==> config.mk <==
export PLATFORM = sky130hd
export DESIGN_NAME = baud_gen
export DESIGN_NICKNAME = d
export VERILOG_FILES = /design/src/rtl/baud_pkg.sv /design/src/rtl/baud_frac_acc.sv /design/src/rtl/baud_gen.sv
export SDC_FILE = /design/constraint.sdc
export NUM_CORES = 1
export LEC_CHECK = 0
export ABC_AREA = 1
export BUFFER_PORTS_ARGS = -buffer_cell sky130_fd_sc_hd__buf_4
export CAP_MARGIN = 0
export CORE_ASPECT_RATIO = 0.8
export CORE_UTILIZATION = 64
export DETAILED_ROUTE_END_ITERATION = 12
export PLACE_DENSITY = 0.86
export SKIP_CTS_REPAIR_TIMING = 1
export SLEW_MARGIN = 10
export SYNTH_ARGS = -nofsm -noshare
export SYNTH_HDL_FRONTEND = slang
export SYNTH_SLANG_ARGS = --single-unit
==> constraint.sdc <==
create_clock -name clk -period 3.6 [get_ports clk]
set_input_delay 0.9 -clock clk [delete_from_list [all_inputs] [get_ports clk]]
set_output_delay 0.9 -clock clk [all_outputs]
set_load 0.05 [all_outputs]
==> src/rtl/baud_pkg.sv <==
// Shared widths, reset divisor and divisor record for the baud-rate tick generator.
package baud_pkg;
    localparam int BAUD_CNT_W      = 16;
    localparam int BAUD_FRAC_W     = 4;
    localparam int BAUD_OVERSAMPLE = 16;
    localparam int BAUD_DEF_INT    = 27;
    localparam int BAUD_DEF_FRAC   = 2;
    localparam int MIN_DIV         = 2;

    typedef struct packed {
        logic [BAUD_CNT_W-1:0]  int_part;
        logic [BAUD_FRAC_W-1:0] frac_part;
    } baud_div_t;

    function automatic logic div_legal(input logic [BAUD_CNT_W-1:0] value);
        return value >= BAUD_CNT_W'(MIN_DIV);
    endfunction
endpackage

==> src/rtl/baud_frac_acc.sv <==
// Fractional phase accumulator: each step adds the fraction and registers the carry-out,
// which stretches the following period by one cycle. Built only under BAUD_GEN_FRAC_EN.
module baud_frac_acc
    import baud_pkg::*;
#(
    parameter int FRAC_W = BAUD_FRAC_W
) (
    input  logic              clk,
    input  logic              rst_n,
    input  logic              clr,
    input  logic              step,
    input  logic [FRAC_W-1:0] frac,
    output logic              carry
);
    logic [FRAC_W-1:0] facc;
    logic [FRAC_W:0]   sum;

    assign sum = {1'b0, facc} + {1'b0, frac};

    always_ff @(posedge clk or negedge rst_n) begin
        if (!rst_n) begin
            facc  <= '0;
            carry <= 1'b0;
        end else if (clr) begin
            facc  <= '0;
            carry <= 1'b0;
        end else if (step) begin
            facc  <= sum[FRAC_W-1:0];
            carry <= sum[FRAC_W];
        end
    end
endmodule

==> src/rtl/baud_gen.sv <==
// Programmable baud tick generator with integer (+ optional fractional) divisor,
// oversample/bit strobes and bit-rate square wave. Fractional part: define BAUD_GEN_FRAC_EN.
module baud_gen
    import baud_pkg::*;
#(
    parameter int CNT_W      = BAUD_CNT_W,
    parameter int FRAC_W     = BAUD_FRAC_W,
    parameter int OVERSAMPLE = BAUD_OVERSAMPLE,
    parameter int DEF_INT    = BAUD_DEF_INT,
    parameter int DEF_FRAC   = BAUD_DEF_FRAC
) (
    input  logic              clk,
    input  logic              rst_n,
    input  logic              en,
    input  logic              phase_clr,
    input  logic [CNT_W-1:0]  div_int,
    input  logic [FRAC_W-1:0] div_frac,
    input  logic              div_load,
    output logic              div_err,
    output logic              tick_os,
    output logic              tick_bit,
    output logic              clk_out
);
    localparam int OS_W = $clog2(OVERSAMPLE);

    baud_div_t        act;
    baud_div_t        shad;
    baud_div_t        new_div;
    logic             pend_vld;
    logic             load_ok;
    logic             wrap;
    logic             carry;
    logic             os_last;
    logic [CNT_W-1:0] pcnt;
    logic [CNT_W:0]   plen_m1;
    logic [OS_W-1:0]  oscnt;
    logic [OS_W-1:0]  oscnt_nxt;

    assign load_ok = div_load && div_legal(div_int);

`ifdef BAUD_GEN_FRAC_EN
    localparam baud_div_t DEF_DIV = '{int_part: CNT_W'(DEF_INT), frac_part: FRAC_W'(DEF_FRAC)};

    assign new_div = '{int_part: div_int, frac_part: div_frac};

    baud_frac_acc #(
        .FRAC_W (FRAC_W)
    ) u_frac_acc (
        .clk   (clk),
        .rst_n (rst_n),
        .clr   (phase_clr),
        .step  (wrap),
        .frac  (act.frac_part),
        .carry (carry)
    );
`else
    localparam baud_div_t DEF_DIV = '{int_part: CNT_W'(DEF_INT), frac_part: '0};

    logic unused_frac;

    assign new_div     = '{int_part: div_int, frac_part: '0};
    assign carry       = 1'b0;
    assign unused_frac = ^{div_frac, act.frac_part, shad.frac_part, FRAC_W'(DEF_FRAC)};
`endif

    // Period length is the active integer divisor, stretched by one when the accumulator carried.
    assign plen_m1   = {1'b0, act.int_part} + {{CNT_W{1'b0}}, carry} - (CNT_W+1)'(1);
    assign wrap      = en && ({1'b0, pcnt} == plen_m1);
    assign os_last   = (oscnt == OS_W'(OVERSAMPLE - 1));
    assign oscnt_nxt = os_last ? '0 : oscnt + OS_W'(1);

    // A pending divisor only replaces the active one at a period boundary or a phase clear,
    // so the running period is never cut short.
    always_ff @(posedge clk or negedge rst_n) begin
        if (!rst_n) begin
            act      <= DEF_DIV;
            shad     <= DEF_DIV;
            pend_vld <= 1'b0;
            div_err  <= 1'b0;
        end else begin
            div_err <= div_load && !load_ok;
            if (phase_clr) begin
                if (load_ok) begin
                    act  <= new_div;
                    shad <= new_div;
                end else if (pend_vld) begin
                    act <= shad;
                end
                pend_vld <= 1'b0;
            end else begin
                if (wrap && pend_vld)
                    act <= shad;
                if (load_ok) begin
                    shad     <= new_div;
                    pend_vld <= 1'b1;
                end else if (wrap) begin
                    pend_vld <= 1'b0;
                end
            end
        end
    end

    always_ff @(posedge clk or negedge rst_n) begin
        if (!rst_n) begin
            pcnt     <= '0;
            oscnt    <= '0;
            tick_os  <= 1'b0;
            tick_bit <= 1'b0;
            clk_out  <= 1'b0;
        end else if (phase_clr) begin
            pcnt     <= '0;
            oscnt    <= '0;
            tick_os  <= 1'b0;
            tick_bit <= 1'b0;
            clk_out  <= 1'b0;
        end else begin
            tick_os  <= wrap;
            tick_bit <= wrap && os_last;
            if (wrap) begin
                pcnt    <= '0;
                oscnt   <= oscnt_nxt;
                clk_out <= (oscnt_nxt >= OS_W'(OVERSAMPLE / 2));
            end else if (en) begin
                pcnt <= pcnt + CNT_W'(1);
            end
        end
    end
endmodule

* After elaboration in Yosys (flattened, before gate mapping)
Index checks and enable logic that the tools add are counted.
Cells by class: add/sub/neg operators 3, magnitude comparators 2, equal/unequal tests 3, mux-type cells 17, reductions and logical operators 11
Operators with widths (count):
- $mux 20 | 4
- $mux 16 | 3
- $eq 16x17->1 | 1
- $sub 16x1->17 const B | 1
- $add 16x1->16 const B | 1
- $ge 16x2->1 const B | 1
- $mux 4 | 3
- $mux 1 | 7
- $reduce_bool 3->1 | 2
- $logic_and 1x1->1 | 5
- $add 4x1->4 const B | 1
- $eq 4x4->1 const B | 1
- $ge 4x4->1 const B | 1
- $reduce_bool 2->1 | 2
- $ne 3x1->1 const B | 1
- $reduce_and 2->1 | 1
- $logic_not 1->1 | 1
Storage, ports and cells: register bits 57, input bits 25

* Logic depth before layout (Yosys ltp)
depth after elaboration 6, depth in mapped cells 18

* Least setup slack after synthesis
OpenSTA, ideal clock, no wires.
path kind register to register, start reg act[4] in the netlist's numbering, end reg act[10] in the netlist's numbering, library setup time 117 ps, data arrival time 2105 ps, setup slack 1378 ps, cell stages (with the launch flop) 18, buffers on the path 1, clock period less this slack 2222 ps, cell sequence dfstp_2 > inv_1 > ha_1 > nand2_1 > inv_1 > nor2_1 > nand2_1 > nor2_1 > nand2_1 > nor2_1 > nand2_1 > nor2_4 > nand3_4 > nand2_8 > nand2_8 > buf_6 > nand3_1 > nand2_1
On the way: cells in the longest elaborated chain, start to end 6
Ends and longest elaborated chain:
- start, declared | line baud_gen.sv:26 | baud_div_t act;
- start signal, assigned | line baud_gen.sv:84 | act <= new_div;
- $sub 16x1->17 | line baud_gen.sv:67 | assign plen_m1 = {1'b0, act.int_part} + {{CNT_W{1'b0}}, carry} - (CNT_W+1)'(1);
- $eq 16x17->1 | line baud_gen.sv:68 | assign wrap = en && ({1'b0, pcnt} == plen_m1);
- $logic_and 1x1->1 | line baud_gen.sv:68
- $logic_and 1x1->1 | line baud_gen.sv:91 | if (wrap && pend_vld)
- $reduce_bool 2->1 (no line)
- $reduce_and 2->1 (no line)
Every way passes these cells. A chain may end at the register's enable or synchronous reset.

* Worst setup path after layout
start reg act[4] in the netlist's numbering, end reg act[4] in the netlist's numbering
Same word-level chain as after synthesis.

==> reports/metrics.cfg <==
[placement]
port_buffers=24
gp_congestion=0.847
detailed_place_hpwl_um=5630
dp_slack_ns=0.908

[synth]
synth_top_family_by_area=simple AND/OR/NAND/NOR gates
synthDistinctLibCells=33
ys_seq_elements=57
syn_nets=529
share_of_synthesized_area_spent_on_multiplexers=0
synth_cells=501
yosys.area_share.xor_xnor=0.0371
synth-simple-area-share=0.371
fraction_of_the_mapped_netlist_area_in_compound_gates=0.0703
syn_area_um2=3540
ys_seq_area_frac=0.406
synth_warnings=0
post_synth.cell_area_avg_um2=7.07
post_synth_fa_ha_maj_area_fraction=0.0106

[clock_network]
cts.clk_slew.worst_paths_ns=0.07
ctsRootBufferMaster=sky130_fd_sc_hd__clkbuf_8
ctsLongestPathBuffers=2
sink_count=57
insertion_delay_ns=0.35
tritoncts=yes
clock_tree.htree_level_count=3
tritoncts.num_buffers=9

[sta]
fin_crit_share=0.730
relSlewSlack=0.517
fin_ws_ns=0.971
report.final.slew_viol_count=0
worst_clock_skew_ns=0.00853
timing.final.hold_violations=0
least_margin_pin_slew_ns=0.724
hold_ws_ns=0.474
achievable-frequency_mhz=380
finalCriticalPeriod_ns=2.63
timing.final.setup_violations=0
setup-tns-final_ns=0
rsz0062_at_grt=false

[final_layout]
area_delta_synth_final_pct=12.9
most_common_cell_after_layout_fill_and_taps_aside=sky130_fd_sc_hd__nand2_1
fill_cells=402
antenna_cell_count=0
drive_above_1_share=0.137
postLayoutCoreUtil=0.776
layout.cells.most_common_list=sky130_fd_sc_hd__nand2_1 (130), sky130_fd_sc_hd__inv_1 (77), sky130_fd_sc_hd__nor2_1 (72), sky130_fd_sc_hd__dfrtp_1 (49), sky130_fd_sc_hd__nand3_1 (45)
final_nets=556

[drt]
highest_layer=met4
drtIter0Drc=233
antenna_violating_nets_post_route=0
avgRoutedWirePerCell_um=13.0
met2_wirelength_um=3770
wl_um=7730
met1_wire_length_um=3480
detailedRoute.firstPassIterationCount=4
drcViolationCount=0
via_count=3168
vias_per_cell=5.32
route.met3.wl_um=387

[floorplan]
core_region_area_um2=5150
core.rowCount=23
die_width_um=85.2
floorplan.die_area_um2=5840
top_level_ports=29
initial_core_util=0.687
die_height_um=68.5

[power_and_ir_drop]
power.leakage_uw=0.00205
finalPower_uw=1890
power.density_nw_per_um2=474
ir_worst_vdd_v=0.000344

[grt]
globalRouteOverflowTotal=0
antenna_found_initial=0
grt_first_pass_wirelength_um=13100
vias_in_the_first_global_route=2975
grt_start_max_net_pins=58
groute.usage.overall=0.300

[critical_path]
cp_data_required_time_ns=3.88
worst_path_dominant_cell_family=simple AND/OR/NAND/NOR gates
critical-path-top-cell-by-count=sky130_fd_sc_hd__nand2_1
cp_num_buf_inv=2
startpoint_type=register
worstSetupEndpointType=register
slowest_stage=sky130_fd_sc_hd__dfstp_2
crit_arrival_ns=2.91
startpoint_to_endpoint_class_of_the_critical_path=reg -> reg
critPathMaxFanout=17
crit_path_max_incr_delay_ns=0.56
crit_path_cell_trace=inv_1 -> ha_1 -> nand2_1 -> inv_1 -> nor2_1 -> nand2_1 -> nor2_1 -> nand2_1 -> nor2_1 -> nand2_1 -> nor2_4 -> nand3_4 -> nand2_8 -> nand2_8 -> nand2_8 -> nand2_1 -> nand2_1
critical_path.startpoint=act[4]
crit-reg2reg-launch=act[4]

[outcome]
status=finished clean

[flow_run]
drv.max_cap_violation_count=0

[worst_hold_path]
hp-start=shad[8]
worst_hold_path_type=reg -> reg

-- cell usage after synthesis --
master,number,area share
sky130_fd_sc_hd__ha_1,3,0.011
sky130_fd_sc_hd__buf_12,1,0.0057
sky130_fd_sc_hd__or2_1,1,0.0018
sky130_fd_sc_hd__o21a_1,1,0.0021
sky130_fd_sc_hd__nor4_1,4,0.0071
sky130_fd_sc_hd__nor2_2,3,0.0053
sky130_fd_sc_hd__nor3_1,8,0.011
sky130_fd_sc_hd__clkbuf_1,5,0.0053
sky130_fd_sc_hd__a21oi_2,1,0.0025
sky130_fd_sc_hd__and2_1,1,0.0018
sky130_fd_sc_hd__nand3_4,2,0.0099
sky130_fd_sc_hd__buf_6,1,0.0032
sky130_fd_sc_hd__dfrtp_1,49,0.35
sky130_fd_sc_hd__buf_1,1,0.0011
sky130_fd_sc_hd__inv_2,3,0.0032
sky130_fd_sc_hd__dfstp_2,8,0.059
sky130_fd_sc_hd__nor2_4,6,0.019
sky130_fd_sc_hd__nand4_1,4,0.0071
sky130_fd_sc_hd__buf_2,3,0.0042
sky130_fd_sc_hd__clkinv_1,1,0.0011
sky130_fd_sc_hd__inv_1,77,0.082
sky130_fd_sc_hd__nand3_1,45,0.064
sky130_fd_sc_hd__o21ai_0,24,0.034
sky130_fd_sc_hd__nand2_1,130,0.14
sky130_fd_sc_hd__o21ai_1,1,0.0014
sky130_fd_sc_hd__nor2_1,72,0.076
sky130_fd_sc_hd__a21oi_1,20,0.028
sky130_fd_sc_hd__nand2_8,3,0.017
sky130_fd_sc_hd__xnor2_1,6,0.015
sky130_fd_sc_hd__nor3b_1,2,0.0042
sky130_fd_sc_hd__nand2_2,5,0.0088
sky130_fd_sc_hd__o211ai_1,1,0.0021
sky130_fd_sc_hd__xor2_1,9,0.022
-- worst reg2reg max path, stage by stage, from the launching register on --
cell                      delay (ns)
sky130_fd_sc_hd__dfstp_2        0.56
sky130_fd_sc_hd__inv_1          0.10
sky130_fd_sc_hd__ha_1           0.33
sky130_fd_sc_hd__nand2_1        0.07
sky130_fd_sc_hd__inv_1          0.03
sky130_fd_sc_hd__nor2_1         0.08
sky130_fd_sc_hd__nand2_1        0.07
sky130_fd_sc_hd__nor2_1         0.10
sky130_fd_sc_hd__nand2_1        0.09
sky130_fd_sc_hd__nor2_1         0.11
sky130_fd_sc_hd__nand2_1        0.09
sky130_fd_sc_hd__nor2_4         0.14
sky130_fd_sc_hd__nand3_4        0.15
sky130_fd_sc_hd__nand2_8        0.18
sky130_fd_sc_hd__nand2_8        0.14
sky130_fd_sc_hd__nand2_8        0.15
sky130_fd_sc_hd__nand2_1        0.12
sky130_fd_sc_hd__nand2_1        0.07
-- through the flow --
| stage | instance area, um2 | cells |
|---|---|---|
| 4_1_cts | 4000 | 595 |
| 6_report | 4000 | 595 |
| 3_3_place_gp | 3750 | 579 |
| 2_1_floorplan | 3540 | 501 |
| 3_5_place_dp | 3750 | 579 |
| 5_1_grt | 4000 | 595 |
-- worst paths after layout --
kind / to / slack, ns / cells after the start
worst max-delay path: act[4] / 0.97 / 17
worst min-delay path: shad[8] / 0.47 / 2
worst max register to register: act[4] / 0.97 / 17
worst min register to register: shad[8] / 0.47 / 2
max in group asynchronous: act[12] / 2.51 / 1
min in group asynchronous: shad[10] / 0.61 / 1
-- metal layers --
layer | GRT usage | vias to the layer above
met5 | 0 | -
met4 | 0.0847 | 0
met3 | 0.0881 | 14
met2 | 0.524 | 71
met1 | 0.371 | 1478
li1 | - | 1605
-- power by group --
part	switching, uW	internal (uW)	total (uW)
clock	263	478	740
sequential	67.6	708	776
combinational	240	138	378
total	570	1320	1890
-- flip-flops by register name, indices dropped and copies added, names as in the netlist --
signal    flops
shad         16
tick_bit      1
tick_os       1
act          16
pend_vld      1
div_err       1
clk_out       1
oscnt         4
pcnt         16
-- kinds of logic after synthesis --
family / after synthesis
simple gates: 286
buf+inv: 92
flops: 57
compound gates: 48
xor+xnor: 15
fa+ha+maj: 3
-- layout make-up --
cell class / count / area [um2] / share of cell area
well taps: 62 / 77.6 / 0.0194
inverters: 81 / 304 / 0.0761
clock inverters: 5 / 103 / 0.0257
multi-input cells: 352 / 1730 / 0.433
flip-flops and latches: 57 / 1440 / 0.359
repair buffers: 27 / 203 / 0.0507
clock buffers: 11 / 141 / 0.0354
Note: power is estimated with default switching activity, not from simulation.
